File: config.mk
export PLATFORM = sky130hd
export DESIGN_NAME = dma_cmpl_irq_unit_flat
export DESIGN_NICKNAME = d
export VERILOG_FILES = /design/src/rtl/dma_cmpl_irq_unit_if.sv /design/src/rtl/dma_cmpl_irq_unit.sv /design/src/flat_wrapper.sv
export SDC_FILE = /design/constraint.sdc
export NUM_CORES = 1
export LEC_CHECK = 0
export BUFFER_PORTS_ARGS = -buffer_cell sky130_fd_sc_hd__buf_4
export CELL_PAD_IN_SITES_DETAIL_PLACEMENT = 1
export CELL_PAD_IN_SITES_GLOBAL_PLACEMENT = 2
export CORE_UTILIZATION = 40
export CTS_CLUSTER_SIZE = 8
export DETAILED_ROUTE_END_ITERATION = 12
export PLACE_DENSITY = 0.86
export SYNTH_ARGS = -nofsm -noshare
export SYNTH_HDL_FRONTEND = slang
export SYNTH_SLANG_ARGS = --single-unit
File: constraint.sdc
create_clock -name clk_i -period 14.7 [get_ports clk_i]
set_input_delay 1.47 -clock clk_i [delete_from_list [all_inputs] [get_ports clk_i]]
set_output_delay 1.47 -clock clk_i [all_outputs]
set_load 0.01 [all_outputs]
File: src/rtl/dma_cmpl_irq_unit_if.sv
// dma_cmpl_irq_unit_if: 64-bit single-cycle reg bus (addr/write/wdata/wstrb/valid request, rdata/error/ready response)
interface dma_cmpl_irq_unit_if;
  logic [5:0] addr;
  logic write;
  logic [63:0] wdata;
  logic [7:0] wstrb;
  logic valid;
  logic [63:0] rdata;
  logic error;
  logic ready;
  modport master (output addr, write, wdata, wstrb, valid, input rdata, error, ready);
  modport slave (input addr, write, wdata, wstrb, valid, output rdata, error, ready);
endinterface

File: src/rtl/dma_cmpl_irq_unit.sv
// dma_cmpl_irq_unit: iDMA completion tracker with coalesced W1C interrupts; ports clk_i, rst_ni, issue/cmpl snoops, reg_bus slave, idle_o, irq_o
module dma_cmpl_irq_unit #(
  parameter int CntWidth = 64,
  parameter int ThrWidth = 16,
  parameter int TmoWidth = 32
) (
  input  logic clk_i,
  input  logic rst_ni,
  input  logic issue_valid_i,
  input  logic issue_ready_i,
  input  logic cmpl_valid_i,
  dma_cmpl_irq_unit_if.slave reg_bus,
  output logic idle_o,
  output logic [1:0] irq_o
);
  logic [CntWidth-1:0] issued, done;
  logic [ThrWidth-1:0] coal_thr, pend_cnt, pend_inc, thr;
  logic [TmoWidth-1:0] coal_tmo, timer;
  logic [1:0] ipsr, ier, w1c;
  logic [63:0] wmask, wm, rdata;
  logic [2:0] off;
  logic mapped, wr, rd, issue_ev, cmpl_ok, spur, thr_hit, tmo_hit, cip_set;
  always_comb begin
    issue_ev = issue_valid_i & issue_ready_i;
    cmpl_ok = cmpl_valid_i & (((issued - done) != '0) | issue_ev);
    spur = cmpl_valid_i & ~cmpl_ok;
    thr = (coal_thr == '0) ? ThrWidth'(1) : coal_thr;
    pend_inc = pend_cnt + ThrWidth'(cmpl_ok);
    thr_hit = cmpl_ok & (pend_inc >= thr);
    tmo_hit = ~thr_hit & (pend_cnt != '0) & (coal_tmo != '0) & (timer == coal_tmo - TmoWidth'(1));
    cip_set = thr_hit | tmo_hit;
    off = reg_bus.addr[5:3];
    mapped = (off < 3'd6) & (reg_bus.addr[2:0] == 3'b0);
    wr = reg_bus.valid & mapped & reg_bus.write;
    rd = reg_bus.valid & mapped & ~reg_bus.write;
    wmask = '0;
    for (int b = 0; b < 8; b++) wmask[8*b +: 8] = {8{reg_bus.wstrb[b]}};
    wm = reg_bus.wdata & wmask;
    w1c = (wr && off == 3'd2) ? 2'(wm) : 2'b0;
    rdata = off == 3'd0 ? 64'(issued) :
            off == 3'd1 ? 64'(done) :
            off == 3'd2 ? 64'(ipsr) :
            off == 3'd3 ? 64'(ier) :
            off == 3'd4 ? 64'(coal_thr) : 64'(coal_tmo);
    reg_bus.rdata = rd ? rdata : '0;
    reg_bus.error = reg_bus.valid & ~mapped;
    reg_bus.ready = reg_bus.valid;
    idle_o = issued == done;
    irq_o = ipsr & ier;
  end
  always_ff @(posedge clk_i or negedge rst_ni) begin
    if (!rst_ni) begin
      issued <= '0;
      done <= '0;
      pend_cnt <= '0;
      timer <= '0;
      ipsr <= '0;
      ier <= '0;
      coal_thr <= '0;
      coal_tmo <= '0;
    end else begin
      issued <= issued + CntWidth'(issue_ev);
      done <= done + CntWidth'(cmpl_ok);
      pend_cnt <= cip_set ? '0 : pend_inc;
      timer <= (cip_set || pend_cnt == '0 || coal_tmo == '0) ? '0 : timer + TmoWidth'(1);
      ipsr <= {spur | (ipsr[1] & ~w1c[1]), cip_set | (ipsr[0] & ~w1c[0])};
      if (wr && off == 3'd3) ier <= 2'((64'(ier) & ~wmask) | wm);
      if (wr && off == 3'd4) coal_thr <= ThrWidth'((64'(coal_thr) & ~wmask) | wm);
      if (wr && off == 3'd5) coal_tmo <= TmoWidth'((64'(coal_tmo) & ~wmask) | wm);
    end
  end
endmodule
File: src/flat_wrapper.sv
// flat-port wrapper written by rule: the top's interface ports become plain ports
module dma_cmpl_irq_unit_flat 
#(
  parameter int CntWidth = 64,
  parameter int ThrWidth = 16,
  parameter int TmoWidth = 32
)
  (clk_i, rst_ni, issue_valid_i, issue_ready_i, cmpl_valid_i, idle_o, irq_o, reg_bus_addr, reg_bus_write, reg_bus_wdata, reg_bus_wstrb, reg_bus_valid, reg_bus_rdata, reg_bus_error, reg_bus_ready);
  dma_cmpl_irq_unit_if reg_bus_i ();
  input  logic clk_i;
  input  logic rst_ni;
  input  logic issue_valid_i;
  input  logic issue_ready_i;
  input  logic cmpl_valid_i;
  output logic idle_o;
  output logic [1:0] irq_o;
  input wire logic [$bits(reg_bus_i.addr)-1:0] reg_bus_addr;
  input wire logic [$bits(reg_bus_i.write)-1:0] reg_bus_write;
  input wire logic [$bits(reg_bus_i.wdata)-1:0] reg_bus_wdata;
  input wire logic [$bits(reg_bus_i.wstrb)-1:0] reg_bus_wstrb;
  input wire logic [$bits(reg_bus_i.valid)-1:0] reg_bus_valid;
  output wire logic [$bits(reg_bus_i.rdata)-1:0] reg_bus_rdata;
  output wire logic [$bits(reg_bus_i.error)-1:0] reg_bus_error;
  output wire logic [$bits(reg_bus_i.ready)-1:0] reg_bus_ready;
  assign reg_bus_i.addr = reg_bus_addr;
  assign reg_bus_i.write = reg_bus_write;
  assign reg_bus_i.wdata = reg_bus_wdata;
  assign reg_bus_i.wstrb = reg_bus_wstrb;
  assign reg_bus_i.valid = reg_bus_valid;
  assign reg_bus_rdata = reg_bus_i.rdata;
  assign reg_bus_error = reg_bus_i.error;
  assign reg_bus_ready = reg_bus_i.ready;
  dma_cmpl_irq_unit #(.CntWidth(CntWidth), .ThrWidth(ThrWidth), .TmoWidth(TmoWidth)) u_core (.clk_i(clk_i), .rst_ni(rst_ni), .issue_valid_i(issue_valid_i), .issue_ready_i(issue_ready_i), .cmpl_valid_i(cmpl_valid_i), .reg_bus(reg_bus_i), .idle_o(idle_o), .irq_o(irq_o));
endmodule
==> impl_metrics.toml <==
[synthesis]
avgSynthCellArea_um2 = 8.19
synth-seq-area-share_pct = 31.9
synth_nets = 2360
synth_ff_type = "dfrtp_1"
ys_seq_elements = 228
yosysWarnings = 0
synth_top_area_share_pct = 31.9
yosysUniqueCellTypes = 84
synth_largest_area_cell = "dfrtp_1"
async_flop_share_pct = 100
synthTopCellsByArea = "dfrtp_1 32%, xnor2_1 8.3%, ha_1 6.1%"
netlist_instances = 2188
syn_area_mm2 = 0.0179
synth_edf_count = 0

[placement]
port_buffers = 117
dp_slack_ns = 5.96
placed_area_mm2 = 0.0193
hpwl_mm = 54.6
place_congestion = 1.06

[clocking]
root_buffer = "clkbuf_16"
clkTransAtPathRegs_ns = 0.05
post_cts_buffers = 0
numCtsBuffers = 35
cts_max_path_buffers = 3
clk_latency_ns = 0.56
cts_tree = "built"
htree_num_levels = 2
cts.sinks = 228
hold_buffers = 0
cts_resized = 0

[worst_setup_path]
cp-start-kind = "flop"
cp_slowest_stage_delay_ns = 0.92
crit_required_ns = 15.14
crit_path_max_fanout = 51
crit_path_top_delay_cell = "a221oi_1"
path_class = "flop to flop"
arrival_ns = 9.79
end_kind = "flop"

[die]
start_util_pct = 40.5
core_area_mm2 = 0.0442
die_area_mm2 = 0.0456
die_w_um = 214
rows = 77
die_h_um = 214
pin_count = 154

[layout]
multi_input_area_mm2 = 0.0114
drive_gt1_share_pct = 11.8
fin_area_mm2 = 0.0203
final_cell_mix = "228 x dfrtp_1, 223 x nand2_1, 219 x nor2_1, 170 x xnor2_1, 162 x a21oi_1"
layout.nets = 2429
seq_area_mm2 = 0.00571
post-route-util_pct = 45.9
layout_commonest_cell = "dfrtp_1"
n_antenna_cell = 0
fillers = 5287
syn2layout_area_growth_pct = 13.3

[timing]
hold_viol = 0
max_slew_margin_pct = 13.3
finalSetupViolCount = 0
worst_pin_slew_ns = 1.27
fin_crit_sh_pct = 63.6
maxSlewViolCount = 0
fin_ws_ns = 5.35
finalSetupTns_ns = 0
fin_crit_ns = 9.35
clock_skew_ns = 0.0299
max_freq_mhz = 107
grt_setup_unrepaired = "false"

[global_routing]
grt_pass1_wl_mm = 107
antenna_found_initial = 1
gr-total-overflow = 0
grt_pass1_vias = 17700
grt_use_total_pct = 30.8
grt_max_degree = 105

[power]
internal_power_mw = 1.28
p_sw_share_pct = 33.2
p_seq_share_pct = 37.9
power_density_mw_per_mm2 = 94.5
clkPwrFrac_pct = 40.0
ir_drop_mv = 0.0779
leakagePower_nw = 8.71
switchingPower_mw = 0.636
combPwrFrac_pct = 22.1

[drt]
post_drt_wl_per_cell_um = 24.4
vias_per_cell = 6.16
drt-total-wl_mm = 69.7
drt_iter0_drc = 1312
vias = 17600
drt-pass1-iter-count = 5
remaining_drc_errors = 0
ant_nets = 0

[worst_hold_path]
hold_path.class = "flop to flop"

[run]
cap_violations = 0

[outcome]
status = "completed"
## logic make-up (layout without fill, tap and decap cells)
logic type / count (synthesis) / in the layout / share of synthesized area [%]
fa+ha+maj: 87 / 87 / 6.08
flops: 228 / 228 / 31.9
mux: 68 / 68 / 4.25
compound gates: 501 / 501 / 18.5
buf+inv: 211 / 289 / 4.55
simple gates: 860 / 860 / 23.4
xor+xnor: 233 / 233 / 11.4
## metal layers
layer	vias to the layer above	track usage (%)	wire length, um
met5	-	0	13
met1	8921	45.1	33200
met4	2	8.18	1530
li1	8032	-	-
met2	554	45.9	30200
met3	86	6.05	4780
## worst max-delay path: cells and delay by family, from the launching register on
kind / cells / cell delay, ns
AOI/OAI and AO/OA: 9 / 3.41
xor gates and xnor gates: 1 / 0.13
buffers and inverters: 3 / 0.97
and+or+nand+nor: 10 / 3.14
DFF: 1 / 0.50
adders and majority gates: 3 / 1.04
## power by group through the flow
stage	combinational (mW)	sequential (mW)	clock, mW
after floorplan	0.286	0.716	0
after global placement	0.403	0.733	0
after detailed placement	0.416	0.736	0
after CTS	0.420	0.726	0.785
after global routing	0.463	0.733	0.801
final	0.424	0.727	0.768
## Yosys cell counts (8+ instances only)
cell       instances
mux2_2            64
nor3_1            56
o21bai_1           8
or3_1             19
xnor2_1          170
a222oi_1          13
a32oi_1           18
a21oi_1          162
xor2_1            63
and3_1            31
nand2b_1           9
and4_1            11
nor3b_1            8
and2_1            12
nand2_1          223
o211ai_1          16
nor4_1            35
a31oi_1           13
inv_1            109
nor2_1           220
clkbuf_1          87
o21ai_0           82
a22oi_1           33
nand4_1           67
o21a_1            25
ha_1              87
nand3_1          122
buf_2              8
a21o_1            24
a211oi_1          14
dfrtp_1          228
a2111oi_0          8
## through the flow
| stage | cells | power [mW] | hold WS [ns] |
|---|---|---|---|
| floorplan | 2188 | 1.00 | 0.461 |
| global placement | 2812 | 1.14 | 0.483 |
| detailed placement | 2812 | 1.15 | 0.489 |
| CTS | 2858 | 1.93 | 0.500 |
| global route | 2858 | 2.00 | 0.514 |
| finish | 2858 | 1.92 | 0.499 |
## layout make-up
| class | count | share of cell area [%] |
|---|---|---|
| Clock buffer | 42 | 4.49 |
| Clock inverter | 4 | 0.419 |
| Inverter | 110 | 2.03 |
| Multi-Input combinational cell | 1749 | 56.3 |
| Sequential cell | 228 | 28.1 |
| Tap cell | 592 | 3.65 |
| Timing Repair Buffer | 133 | 4.96 |
## final timing paths
kind | to | cells past startpoint | slack, ns | from
max | u_core.done[60] | 26 | 5.35 | u_core.issued[32]
min | u_core.done[25] | 1 | 0.50 | u_core.done[25]
max reg2reg | u_core.done[60] | 26 | 5.35 | u_core.issued[32]
min reg2reg | u_core.done[25] | 1 | 0.50 | u_core.done[25]
max in group asynchronous | u_core.done[44] | 2 | 12.30 | rst_ni
min in group asynchronous | async pin | 1 | 0.94 | rst_ni
Note: power is estimated with default switching activity, not from simulation.
